==> config.mk <==
export PLATFORM = sky130hd
export DESIGN_NAME = button_event_decoder
export DESIGN_NICKNAME = d
export VERILOG_FILES = /design/src/rtl/button_event_decoder_pkg.sv /design/src/rtl/button_event_decoder_tick_gen.sv /design/src/rtl/button_event_decoder.sv
export SDC_FILE = /design/constraint.sdc
export NUM_CORES = 1
export LEC_CHECK = 0
export CAP_MARGIN = 10
export CORE_ASPECT_RATIO = 0.75
export CORE_MARGIN = 4
export CORE_UTILIZATION = 55
export CTS_CLUSTER_SIZE = 40
export DETAILED_ROUTE_END_ITERATION = 12
export GPL_ROUTABILITY_DRIVEN = 1
export HOLD_SLACK_MARGIN = 0.02
export PLACE_DENSITY = 0.88
export SETUP_SLACK_MARGIN = 0.5
export SYNTH_ARGS = -nofsm -noshare
export SYNTH_HDL_FRONTEND = slang
export SYNTH_HIERARCHICAL = 1
export SYNTH_SLANG_ARGS = --single-unit
==> constraint.sdc <==
create_clock -name clk -period 5.65 [get_ports clk]
set_input_delay 1.13 -clock clk [delete_from_list [all_inputs] [get_ports clk]]
set_output_delay 1.13 -clock clk [all_outputs]
set_load 0.02 [all_outputs]
==> src/rtl/button_event_decoder_pkg.sv <==
// button_event_decoder_pkg: shared state encoding and default timing constants for the button decoder
package button_event_decoder_pkg;
  localparam logic [2:0] ARM    = 3'd0;
  localparam logic [2:0] IDLE   = 3'd1;
  localparam logic [2:0] PRESS1 = 3'd2;
  localparam logic [2:0] LHELD  = 3'd3;
  localparam logic [2:0] GAP    = 3'd4;
  localparam logic [2:0] WREL   = 3'd5;
  localparam int DEF_TICK_DIV   = 6;
  localparam int DEF_LONG_TICKS = 8;
  localparam int DEF_GAP_TICKS  = 4;
  localparam int DEF_CNT_W      = 8;
endpackage

==> src/rtl/button_event_decoder_tick_gen.sv <==
// tick_gen: free-running prescaler raising a one-cycle tick every TICK_DIV clocks
module tick_gen
  import button_event_decoder_pkg::*;
#(
  parameter int TICK_DIV = DEF_TICK_DIV
) (
  input  logic clk,
  input  logic rst,
  output logic tick
);
  localparam int PW = TICK_DIV > 1 ? $clog2(TICK_DIV) : 1;
  logic [PW-1:0] presc;
  assign tick = presc == PW'(TICK_DIV - 1);
  // count 0..TICK_DIV-1 and wrap on the tick cycle
  always_ff @(posedge clk)
    if (rst) presc <= '0;
    else presc <= tick ? '0 : presc + 1'b1;
endmodule

==> src/rtl/button_event_decoder.sv <==
// button_event_decoder: classifies debounced button actions into short, long and double press strobes
module button_event_decoder
  import button_event_decoder_pkg::*;
#(
  parameter int TICK_DIV   = DEF_TICK_DIV,
  parameter int LONG_TICKS = DEF_LONG_TICKS,
  parameter int GAP_TICKS  = DEF_GAP_TICKS,
  parameter int CNT_W      = DEF_CNT_W
) (
  input  logic             clk,
  input  logic             rst,
  input  logic             btn,
  output logic             short_press,
  output logic             long_press,
  output logic             double_press,
  output logic             held,
  output logic [CNT_W-1:0] event_count
);
  localparam int TMAX = LONG_TICKS > GAP_TICKS ? LONG_TICKS : GAP_TICKS;
  localparam int TW = $clog2(TMAX + 1);
  logic btn_q, tick, long_hit, gap_hit, short_n, long_n, double_n;
  logic [2:0] state, state_n;
  logic [TW-1:0] timer;
  tick_gen #(.TICK_DIV(TICK_DIV)) u_tick (.clk(clk), .rst(rst), .tick(tick));
  assign long_hit = tick && timer == TW'(LONG_TICKS - 1);
  assign gap_hit = tick && timer == TW'(GAP_TICKS - 1);
  assign held = btn_q && state != ARM;
  // btn_q keeps tracking btn through reset so a press held across reset stays visible to ARM
  always_ff @(posedge clk) btn_q <= btn;
  // next state and strobe decisions; release beats the long threshold, a new press beats gap expiry
  always_comb begin
    state_n = state;
    short_n = 1'b0;
    long_n = 1'b0;
    double_n = 1'b0;
    case (state)
      ARM:    state_n = btn_q ? ARM : IDLE;
      IDLE:   state_n = btn_q ? PRESS1 : IDLE;
      PRESS1: begin
        long_n = btn_q && long_hit;
        state_n = !btn_q ? GAP : long_hit ? LHELD : PRESS1;
      end
      LHELD:  state_n = btn_q ? LHELD : IDLE;
      GAP:    begin
        double_n = btn_q;
        short_n = !btn_q && gap_hit;
        state_n = btn_q ? WREL : gap_hit ? IDLE : GAP;
      end
      WREL:   state_n = btn_q ? WREL : IDLE;
      default: state_n = ARM;
    endcase
  end
  // state, saturating tick timer cleared on each state change, registered strobes and event counter
  always_ff @(posedge clk)
    if (rst) begin
      state <= ARM;
      timer <= '0;
      short_press <= 1'b0;
      long_press <= 1'b0;
      double_press <= 1'b0;
      event_count <= '0;
    end else begin
      state <= state_n;
      timer <= state_n != state ? '0 : (tick && timer != TW'(TMAX)) ? timer + 1'b1 : timer;
      short_press <= short_n;
      long_press <= long_n;
      double_press <= double_n;
      event_count <= event_count + CNT_W'(short_n | long_n | double_n);
    end
endmodule

Word level (Yosys, flattened, before mapping)
Index checks and enable logic that the tools add are counted.
Cells by class
  bitwise operators: 2
  equality and inequality tests: 10
  reduce and logical (&&, ||, !) cells: 11
  muxes and demuxes: 12
  $add $sub $neg: 3
Operators by type and width (count)
  $pmux 3 s6: 1
  $mux 3: 4
  $eq 3x3->1 const B: 3
  $add 8x1->8: 1
  $eq 3x2->1 const B: 2
  $logic_and 1x1->1: 6
  $mux 1: 5
  $add 4x1->4 const B: 1
  $eq 4x2->1 const B: 1
  $eq 4x3->1 const B: 1
  $mux 2: 2
  $ne 4x4->1 const B: 1
  $reduce_or 2->1: 2
  $add 3x1->3 const B: 1
  $eq 3x1->1 const B: 1
  $logic_not 3->1: 1
  $ne 3x3->1: 1
  $reduce_bool 3->1: 1
  $or 1x1->1: 2
  $logic_not 1->1: 1
Storage, ports and cells
  input bits: 3
  register bits: 22
  output and inout bits: 12

Depth between registers and ports, before layout
Gate-level depths: netlist of the first run.
  word-level depth: 7
  depth in mapped cells: 11
  depth with buffers taken out: 11

Hierarchy
Netlist of the first run, hierarchy kept.
Modules (own cells, without submodules)
  button_event_decoder: area an instance 872.1 µm², times used 1, cells an instance 96
  tick_gen: area an instance 133.9 µm², times used 1, cells an instance 13

Worst setup path before layout of the first run
No wires, ideal clock.
  path type: register -> register
  start point: reg u_tick.presc[0]
  end point: reg event_count[5]
  path buffers: 0
  required time: 5.522 ns
  clock period less this slack: 2.115 ns
  path slack: 3.535 ns
  stages on the path, launching flop included: 11
  arrival time: 1.987 ns
  path through: dfxtp_1 -> ha_1 -> and2_1 -> and4b_2 -> nand3_1 -> a21oi_1 -> ha_1 -> and3_1 -> nand3_1 -> xor2_1 -> nor2_1
Between the ends
  longest elaborated chain between the ends: 7
RTL lines
  from (decl): line button_event_decoder_tick_gen.sv:12  | logic [PW-1:0] presc;
  from (signal assigned): line button_event_decoder_tick_gen.sv:17  | else presc <= tick ? '0 : presc + 1'b1;
  $eq 3x3->1 (*): line button_event_decoder_tick_gen.sv:13  | assign tick = presc == PW'(TICK_DIV - 1);
  via tick: line button_event_decoder.sv:21  | logic btn_q, tick, long_hit, gap_hit, short_n, long_n, double_n;
  $logic_and 1x1->1 (on tied branches): line button_event_decoder.sv:26, button_event_decoder.sv:25
  $logic_and 1x1->1 (on tied branches): line button_event_decoder.sv:46, button_event_decoder.sv:40
  $mux 1: line button_event_decoder.sv:36  | case (state)
  $or 1x1->1 (*) (2 in a row): line button_event_decoder.sv:68  | event_count <= event_count + CNT_W'(short_n | long_n | double_n);
  $add 8x1->8 (*): line button_event_decoder.sv:68
  to (signal assigned): line button_event_decoder.sv:68
  to (decl): line button_event_decoder.sv:17  | output logic [CNT_W-1:0] event_count
Mark *: on every way through the listed nets, which the timed path passes. The rest lies on a longest branch.
A chain may end at the register's enable or synchronous reset.

Final worst setup path of the first run
  start point: reg state[0]
  end point: out held
Between the ends
  longest elaborated chain between the ends: 2
RTL lines
  from (decl): line button_event_decoder.sv:22  | logic [2:0] state, state_n;
  from (signal assigned): line button_event_decoder.sv:63  | state <= state_n;
  $reduce_bool 3->1: line button_event_decoder.sv:27  | assign held = btn_q && state != ARM;
  $logic_and 1x1->1: line button_event_decoder.sv:27
  to (decl): line button_event_decoder.sv:16  | output logic held,
Every way passes these cells.

==> impl_metrics.toml, run 1 <==
[pwr]
vdd_ir_drop_max_v = 0.000203
clock_power_share_pct = 27.0
finalPower_mw = 0.250
swShare_pct = 23.0
p_int_mw = 0.193
share_comb_of_total_power_pct = 7.7
powerDensity_nw_per_um2 = 212
total_switching_power_mw = 0.0577
leakagePower_nw = 0.459
sequentialPowerShare_pct = 65.3

[worst_setup_path]
timing.critical_path.fanout_max = 11
cpLargestDelayFamily = "buffers and inverters"
worstPathBufferInverterCount = 1
cp_data_arrival_time_ns = 1.61
start_kind = "flip-flop"
setup_crit_end_kind = "output port"
crit_type = "flip-flop to output port"
critical_path.cell_chain = "o31a_1 -> clkdlybuf4s50_1"
crit_path_start = "state[0]"
worstReg2RegStart = "u_tick/presc[0]"
slowest_delay_ns = 0.59
cp_slowest_cell = "sky130_fd_sc_hd__clkdlybuf4s50_1"
worst_ep_required_time_ns = 4.52

[run]
cap_viol_max_count = 0

[sta]
timing.final.crit_period_ns = 2.74
timing.slew.headroom_pct = 59.6
timing.setup.tns_ns = 0
worst_clock_skew_ns = 0.0114
setup-violations-final = 0
max_freq_mhz = 365
post-route-period-util_pct = 48.4
grt_setup_unrepaired = "false"
max_slew.worst_pin.slew_ns = 0.604
report.final.slew_viol_count = 0
final-hold-violation-count = 0

[logic_synthesis]
synth.avg_cell_area_um2 = 9.23
synthCells = 109
synthesis.yosys.warnings = 6
yosys_register_bits = 22
post_synth_main_area_contributors = "sky130_fd_sc_hd__dfxtp_1, sky130_fd_sc_hd__ha_1, sky130_fd_sc_hd__nor2_1, sky130_fd_sc_hd__nand2b_1, sky130_fd_sc_hd__xor2_1"
synth_nets = 118
synthDominantAreaCellType = "sky130_fd_sc_hd__dfxtp_1"
synth.cell_area_um2 = 1010
yosys.area.top_type_share_pct = 43.8
post_synth_num_cell_types = 34
synth-seq-area-share_pct = 43.8

[final_layout]
nNetsFinal = 133
fillCellCount = 150
antennaDiodeCount = 0
syn2layout_area_growth_pct = 17.3
layout.cells.most_common = "sky130_fd_sc_hd__dfxtp_1"
share_of_layout_cells_above_drive_strength_1_pct = 5.74
final_cell_mix = "sky130_fd_sc_hd__dfxtp_1, sky130_fd_sc_hd__clkdlybuf4s50_1, sky130_fd_sc_hd__nor2_1"
final_core_utilization_pct = 67.8
stdcell_count = 144

[worst_hold_path]
hp-start = "u_tick/presc[0]"
worst_hold_path_type = "flip-flop to flip-flop"

[clocking]
clk_root_buffer_cell = "sky130_fd_sc_hd__clkbuf_4"
cts_tree = "done"
clock_sinks = 22
clk-insertion-delay-late_ns = 0.31
cts_made_buffers = 3
cts-hold-fix-buffers = 0
max-clock-path-buffers = 2
path_clk_slew_ns = 0.11
h_tree_level_count = 1
cts_setup_buffers = 0
post_cts_resize_count = 0

[global_routing]
grt_start_max_net_pins = 18
number_of_antenna_violations_at_the_first_check_in_global_routing = 0
grt_usage_pct = 15.8
grt_pass1_wl_um = 3050
overflow = 0
grt_pass1_vias = 694

[die]
initial_utilization_pct = 57.8
dieArea_um2 = 2580
chipWidth_um = 57.4
rows = 13
chipHeight_um = 45.0
core_area_um2 = 1740
ioPinCount = 15

[drt]
first_iter_violations = 29
vias_per_cell = 5.44
drt.antenna.violating_nets = 0
detailedRoute.firstPassIterationCount = 7
drc_errors = 0
detailroute.via_count = 784
avgRoutedWirePerCell_um = 12.9
wirelength_um = 1860

[placed_design]
place.detailed.instances = 141
port-buffer-count = 14
place.detailed.hpwl_um = 1380
gpl.final_weighted_congestion = 0.785

[outcome]
run_status = "finished clean"
[power groups by stage]
stage | Combinational, mW | Clock (mW) | Sequential (mW)
6_report | 0.0193 | 0.0675 | 0.163
2_1_floorplan | 0.0162 | 0 | 0.164
5_1_grt | 0.0215 | 0.0767 | 0.164
4_1_cts | 0.0194 | 0.0718 | 0.163
3_3_place_gp | 0.0181 | 0 | 0.167
3_5_place_dp | 0.0193 | 0 | 0.167
[cells in the mapped netlist]
library cell and count:
sky130_fd_sc_hd__o31a_1 1, sky130_fd_sc_hd__buf_2 1, sky130_fd_sc_hd__dfxtp_1 22, sky130_fd_sc_hd__a21oi_2 1, sky130_fd_sc_hd__and2_1 1, sky130_fd_sc_hd__nor3b_1 1, sky130_fd_sc_hd__nor3_1 8, sky130_fd_sc_hd__nand4_1 1
sky130_fd_sc_hd__ha_1 6, sky130_fd_sc_hd__nand2_1 3, sky130_fd_sc_hd__xor2_1 5, sky130_fd_sc_hd__nor4_1 2, sky130_fd_sc_hd__nor2b_1 3, sky130_fd_sc_hd__or2_1 1, sky130_fd_sc_hd__o21bai_1 2, sky130_fd_sc_hd__a31oi_1 1
sky130_fd_sc_hd__inv_1 3, sky130_fd_sc_hd__a21o_1 2, sky130_fd_sc_hd__a21oi_1 4, sky130_fd_sc_hd__or3_1 1, sky130_fd_sc_hd__clkbuf_1 3, sky130_fd_sc_hd__nor4b_1 1, sky130_fd_sc_hd__o21ai_0 1, sky130_fd_sc_hd__or3b_1 1
sky130_fd_sc_hd__nand2_2 1, sky130_fd_sc_hd__xnor2_1 3, sky130_fd_sc_hd__nand3_1 5, sky130_fd_sc_hd__mux2i_1 1, sky130_fd_sc_hd__nand2b_1 7, sky130_fd_sc_hd__nor2_1 12, sky130_fd_sc_hd__and4bb_1 1, sky130_fd_sc_hd__a2111oi_2 1
sky130_fd_sc_hd__and4b_2 1, sky130_fd_sc_hd__and3_1 2
[cell families after synthesis]
kind of cell / Yosys count / synth area share, %
compound gates: 13 / 9.33
fa+ha+maj: 6 / 7.46
buf+inv: 7 / 2.74
xor+xnor: 8 / 6.97
mux: 1 / 0.995
simple gates: 52 / 28.7
flops: 22 / 43.8
[final timing paths]
kind / cells past startpoint / to / slack [ns]
setup / recovery: 2 / held / 2.91
hold reg to reg: 1 / u_tick/presc[0] / 0.46
hold / removal: 1 / u_tick/presc[0] / 0.46
setup reg to reg: 10 / event_count[5] / 3.20
[per-layer routing]
metal / track usage [%] / wire length, µm
met1: 20.0 / 873
met2: 23.9 / 889
met3: 6.29 / 94
met4: 6.94 / 0
met5: 0 / 0
[flip-flops by register name, indices dropped and copies added (netlist names)]
register and cells:
event_count 8, long_press 1, state 3, u_tick/presc 3
short_press 1, double_press 1, btn_q 1, timer 4
[per-stage QoR]
stage / cell area [µm²] / setup WS, ns / hold WS, ns
after floorplan: 1010 / 3.53 / 0.421
after global placement: 1160 / 2.87 / 0.434
after detailed placement: 1160 / 2.76 / 0.440
after CTS: 1180 / 2.90 / 0.462
after global routing: 1180 / 2.84 / 0.480
final: 1180 / 2.91 / 0.457
[final cells by class]
type | count | area, µm² | area share [%]
Clock buffer | 3 | 22.5 | 1.91
Inverter | 3 | 11.3 | 0.954
Multi-Input combinational cell | 80 | 538 | 45.6
Sequential cell | 22 | 440 | 37.3
Tap cell | 22 | 27.5 | 2.33
Timing Repair Buffer | 14 | 140 | 11.9
(Power assumes the default switching activity.)
==> run 2: changes to the inputs <==
- CORE_UTILIZATION: 55 -> 46
- PLACE_DENSITY: 0.88 -> 0.79
- clock period: 5.65 -> 2.45 ns (I/O delays scaled with it)
==> run 2 against run 1 <==
Final cell count is 8.3% higher. Sequential power is 130% higher. Critical path depth is 9 higher. Final area is 16% higher. Power grew to 2.6 times the previous value. Combinational power grew to 2.9 times the previous value. Setup slack worse by 2.4 ns. Die area is 16% higher. Clock skew is 0.0048 ns lower. Critical path type is now flip-flop to flip-flop.
==> impl_metrics.toml, run 2 (synthesis results as in run 1) <==
[outcome]
run_status = "finished clean"

[global_routing]
grt_pass1_vias = 862
grt_usage_pct = 16.4
grt_start_max_net_pins = 13
busiest_layer = "met2"
grt.met2_usage_pct = 25.2
number_of_antenna_violations_at_the_first_check_in_global_routing = 0
grt_util_met1_pct = 21.3
groute.layer.met3.usage_pct = 5.05
grt_pass1_wl_um = 3780
overflow = 0

[sta]
max_slew.worst_pin.slew_ns = 0.462
final-hold-violation-count = 0
timing.setup.tns_ns = 0
grt_setup_unrepaired = "true"
timing.final.crit_period_ns = 1.96
post-route-period-util_pct = 80.2
timing.slew.headroom_pct = 69.0
max_freq_mhz = 509
setup-violations-final = 0
worst_clock_skew_ns = 0.00655
report.final.slew_viol_count = 0

[pwr]
leakagePower_nw = 0.541
finalPower_mw = 0.641
vdd_ir_drop_max_v = 0.000324
powerDensity_nw_per_um2 = 468

[final_layout]
top_register = "event_count"
layout.cells.most_common = "sky130_fd_sc_hd__dfxtp_1"
share_of_layout_cells_above_drive_strength_1_pct = 28.8
nNetsFinal = 142
syn2layout_area_growth_pct = 36.3
stdcell_count = 156
largest_register_ff_count = 8
antennaDiodeCount = 0
regs_by_ff_count = "event_count (8), timer (4)"
final_cell_mix = "sky130_fd_sc_hd__dfxtp_1, sky130_fd_sc_hd__nor2_1, sky130_fd_sc_hd__clkdlybuf4s50_1"

[clocking]
cts_made_buffers = 3
clk_root_buffer_cell = "sky130_fd_sc_hd__clkbuf_4"
h_tree_level_count = 1
cts_tree = "done"
max-clock-path-buffers = 2
clock_sinks = 22
path_clk_slew_ns = 0.12
clk-insertion-delay-late_ns = 0.32

[die]
chipHeight_um = 48.5
chipWidth_um = 62
rows = 14
dieArea_um2 = 3010
core_area_um2 = 2050
ioPinCount = 15
initial_utilization_pct = 49.1

[drt]
drc_errors = 0
wirelength_um = 2170
detailedRoute.firstPassIterationCount = 4
first_iter_violations = 23
drt.antenna.violating_nets = 0
vias_per_cell = 5.35
avgRoutedWirePerCell_um = 13.9
detailroute.via_count = 835

[placed_design]
place.detailed.instances = 144
port-buffer-count = 14
place.detailed.hpwl_um = 1510
gpl.final_weighted_congestion = 0.774

[worst_setup_path]
cp_data_arrival_time_ns = 2.23
start_kind = "flip-flop"
worst_ep_required_time_ns = 2.72
timing.critical_path.fanout_max = 3
crit_type = "flip-flop to flip-flop"
timing.reg2reg.setup_slack_ns = 0.49
setup_crit_end_kind = "flip-flop"

[run]
cap_viol_max_count = 0

[worst_hold_path]
worst_hold_path_type = "flip-flop to flip-flop"
[run 2: cell types whose count changed in the layout (fill, tap and decap cells not counted), moves of 4 or more]
| cell | before | now |
|---|---|---|
| sky130_fd_sc_hd__dfxtp_2 | 0 | 5 |
| sky130_fd_sc_hd__nand3_2 | 0 | 4 |
| sky130_fd_sc_hd__ha_1 | 6 | 2 |
| sky130_fd_sc_hd__dfxtp_1 | 22 | 15 |
| sky130_fd_sc_hd__buf_4 | 0 | 9 |
| sky130_fd_sc_hd__nand3_1 | 5 | 1 |
[run 2: critical path, cell delays in order, from the launching register on]
cell and delay, ns:
sky130_fd_sc_hd__dfxtp_2 0.34, sky130_fd_sc_hd__inv_2 0.06, sky130_fd_sc_hd__ha_4 0.11, sky130_fd_sc_hd__and2_4 0.13, sky130_fd_sc_hd__and4bb_1 0.25, sky130_fd_sc_hd__o21bai_2 0.11, sky130_fd_sc_hd__a21oi_4 0.21, sky130_fd_sc_hd__ha_4 0.17
sky130_fd_sc_hd__and3_4 0.21, sky130_fd_sc_hd__nand3_2 0.08, sky130_fd_sc_hd__xor2_1 0.14, sky130_fd_sc_hd__nor2_1 0.10
[run 2: area by class of cell]
cell class | instances | area [µm²]
fill | 154 | 678
multi-input combinational | 80 | 628
sequential | 22 | 454
timing repair buffer | 23 | 211
clock buffer | 4 | 36.3
tap | 24 | 30.0
inverter | 3 | 11.3
[run 2: worst paths after layout]
path                                      start             end  cells after the start
worst max-delay path            u_tick/presc[1]  event_count[7]                     11
worst min-delay path                   state[2]        state[0]                      1
worst max register to register  u_tick/presc[1]  event_count[7]                     11
worst min register to register         state[2]        state[0]                      1
[run 2: where the power goes]
part	leakage (nW)	internal [mW]	switching, mW	total, mW
Clock	0.0210	0.0911	0.114	0.205
Combinational	0.339	0.0297	0.0267	0.0564
Sequential	0.181	0.366	0.0129	0.379
[run 2: what timing repair did]
action | CTS | global route
pin swaps | 4 | 7
setup endpoints to repair | 8 | 7
hold buffers | 0 | 0
gates cloned | 0 | 0
buffers inserted | 6 | 2
resized for setup | 13 | 8
[run 2: stage by stage]
step           worst slack [ns]  instance area [µm²]  hold WS (ns)  util [%]
3_5_place_dp              0.310                 1200         0.422      58.5
4_1_cts                   0.500                 1330         0.527      64.7
6_report                  0.486                 1370         0.528      66.9
3_3_place_gp              0.401                 1200         0.409      58.5
2_1_floorplan             0.486                 1040         0.397         -
5_1_grt                   0.386                 1370         0.560      66.9
[run 2: metal layers]
layer / vias to the layer above / wire length [µm] / share of wire [%]
met5: - / 0 / 0
met4: 0 / 48 / 2.2
met3: 5 / 137 / 6.3
met2: 28 / 1020 / 47
met1: 377 / 964 / 44
li1: 425 / - / -
==> run 3: changes to the inputs <==
- clock period: 2.45 -> 1.8 ns (I/O delays scaled with it)
==> run 3 against run 2 <==
The run now ends with setup timing left. Routed wire length increased by 26%. First-iteration DRC count up 87%. Via count is 14% higher. Worst hold slack got worse by 0.047 ns. Critical path type unchanged.
==> impl_metrics.toml, run 3 (synthesis results as in run 1) <==
[sta]
timing.final.crit_period_ns = 1.95
worst_clock_skew_ns = 0.00474
post-route-period-util_pct = 108
timing.slew.headroom_pct = 62.9
grt_setup_unrepaired = "true"
report.final.slew_viol_count = 0
max_freq_mhz = 513
setup-violations-final = 8
final-hold-violation-count = 0
timing.setup.tns_ns = -0.765
max_slew.worst_pin.slew_ns = 0.551
fin_hold_ws_ns = 0.481
setup_ws_ns = -0.148

[worst_setup_path]
timing.reg2reg.setup_slack_ns = -0.15
cp_data_arrival_time_ns = 2.16
crit_path_start = "u_tick/presc[1]"
crit_type = "flip-flop to flip-flop"
worst_ep_required_time_ns = 2.02
start_kind = "flip-flop"
worstReg2RegStart = "u_tick/presc[1]"
setup_crit_end_kind = "flip-flop"
timing.critical_path.fanout_max = 3

[global_routing]
overflow = 0
busiest_layer = "met2"
grt_start_max_net_pins = 13
groute.layer.met3.usage_pct = 7.45
grt_usage_pct = 18.7
grt_pass1_wl_um = 4230
number_of_antenna_violations_at_the_first_check_in_global_routing = 0
grt.met2_usage_pct = 28.4
grt_pass1_vias = 940
grt_util_met1_pct = 24.9

[placed_design]
gpl.final_weighted_congestion = 0.894
port-buffer-count = 14
placed_area_um2 = 1380
place.detailed.hpwl_um = 1670

[drt]
drc_errors = 0
drt.antenna.violating_nets = 0
detailroute.via_count = 949
detailedRoute.firstPassIterationCount = 4
vias_per_cell = 5.45
avgRoutedWirePerCell_um = 15.7
first_iter_violations = 43
wirelength_um = 2730

[pwr]
leakagePower_nw = 0.654
vdd_ir_drop_max_v = 0.000566
finalPower_mw = 0.900
powerDensity_nw_per_um2 = 586

[clocking]
clock_sinks = 22
cts_tree = "done"
clk_root_buffer_cell = "sky130_fd_sc_hd__clkbuf_4"
h_tree_level_count = 1
cts_made_buffers = 3
clk-insertion-delay-late_ns = 0.31
max-clock-path-buffers = 2
path_clk_slew_ns = 0.12

[outcome]
run_status = "finished, violations left"
violated_checks = "setup timing"

[worst_hold_path]
worst_hold_path_type = "input pin to flip-flop"
hp-start = "btn"

[final_layout]
antennaDiodeCount = 0
layout.cells.most_common = "sky130_fd_sc_hd__buf_4"
final_core_utilization_pct = 74.8
largest_register_ff_count = 8
layout.cell_area.non_filler_um2 = 1530
final_cell_mix = "sky130_fd_sc_hd__buf_4, sky130_fd_sc_hd__dfxtp_1, sky130_fd_sc_hd__nor2_1"
regs_by_ff_count = "event_count (8), timer (4)"
syn2layout_area_growth_pct = 52.5
top_register = "event_count"
share_of_layout_cells_above_drive_strength_1_pct = 51.3
nNetsFinal = 160

[die]
ioPinCount = 15
chipWidth_um = 62
core_area_um2 = 2050
dieArea_um2 = 3010
rows = 14
initial_utilization_pct = 49.1
chipHeight_um = 48.5

[run]
cap_viol_max_count = 0
## run 3: through the flow
| stage | worst slack (ns) | std cells |
|---|---|---|
| 4_1_cts | -0.0809 | 169 |
| 5_1_grt | -0.226 | 174 |
| 3_5_place_dp | -0.150 | 162 |
| 2_1_floorplan | -0.127 | 109 |
| 6_report | -0.148 | 174 |
| 3_3_place_gp | -0.0949 | 162 |
## run 3: worst paths after layout
check,cells past startpoint,end
min reg2reg,2,u_tick/presc[0]
max,11,event_count[3]
max reg2reg,11,event_count[3]
min,1,btn_q
## run 3: cell type report
cell class              count  area [µm²]
multi-input cells          80         702
clock buffers               4        36.3
well taps                  24        30.0
inverters                   3        11.3
repair buffers             41         300
fillers                   140         515
flip-flops and latches     22         454
## run 3: what timing repair did
item                                    in CTS  in global routing
resized for setup                           62                 12
setup buffers                                3                  5
endpoints found under the hold margin        0                  0
endpoints found under the setup margin      27                 20
pin swaps                                   12                  6
hold buffers                                 0                  0
## run 3: worst max-delay path, cell delays in order, from the launching register on
cell                      delay [ns]
sky130_fd_sc_hd__dfxtp_2        0.35
sky130_fd_sc_hd__inv_2          0.06
sky130_fd_sc_hd__ha_4           0.13
sky130_fd_sc_hd__and2_4         0.14
sky130_fd_sc_hd__and4b_2        0.24
sky130_fd_sc_hd__nand3_2        0.10
sky130_fd_sc_hd__a21oi_4        0.19
sky130_fd_sc_hd__ha_4           0.16
sky130_fd_sc_hd__and3_4         0.21
sky130_fd_sc_hd__buf_4          0.13
sky130_fd_sc_hd__xnor2_2        0.09
sky130_fd_sc_hd__nor2_1         0.05
## run 3: routing by layer
metal / share of wire, % / vias to the layer above
met2: 48 / 29
met4: 1.4 / 0
met3: 5.5 / 6
met5: 0 / -
met1: 45 / 453
li1: - / 461
## run 3: power breakdown
part	switching, mW	total, mW	leakage, nW	internal, mW
sequential	0.0111	0.509	0.183	0.497
clock	0.148	0.272	0.0210	0.124
combinational	0.0608	0.119	0.450	0.0582
total	0.220	0.900	0.654	0.679
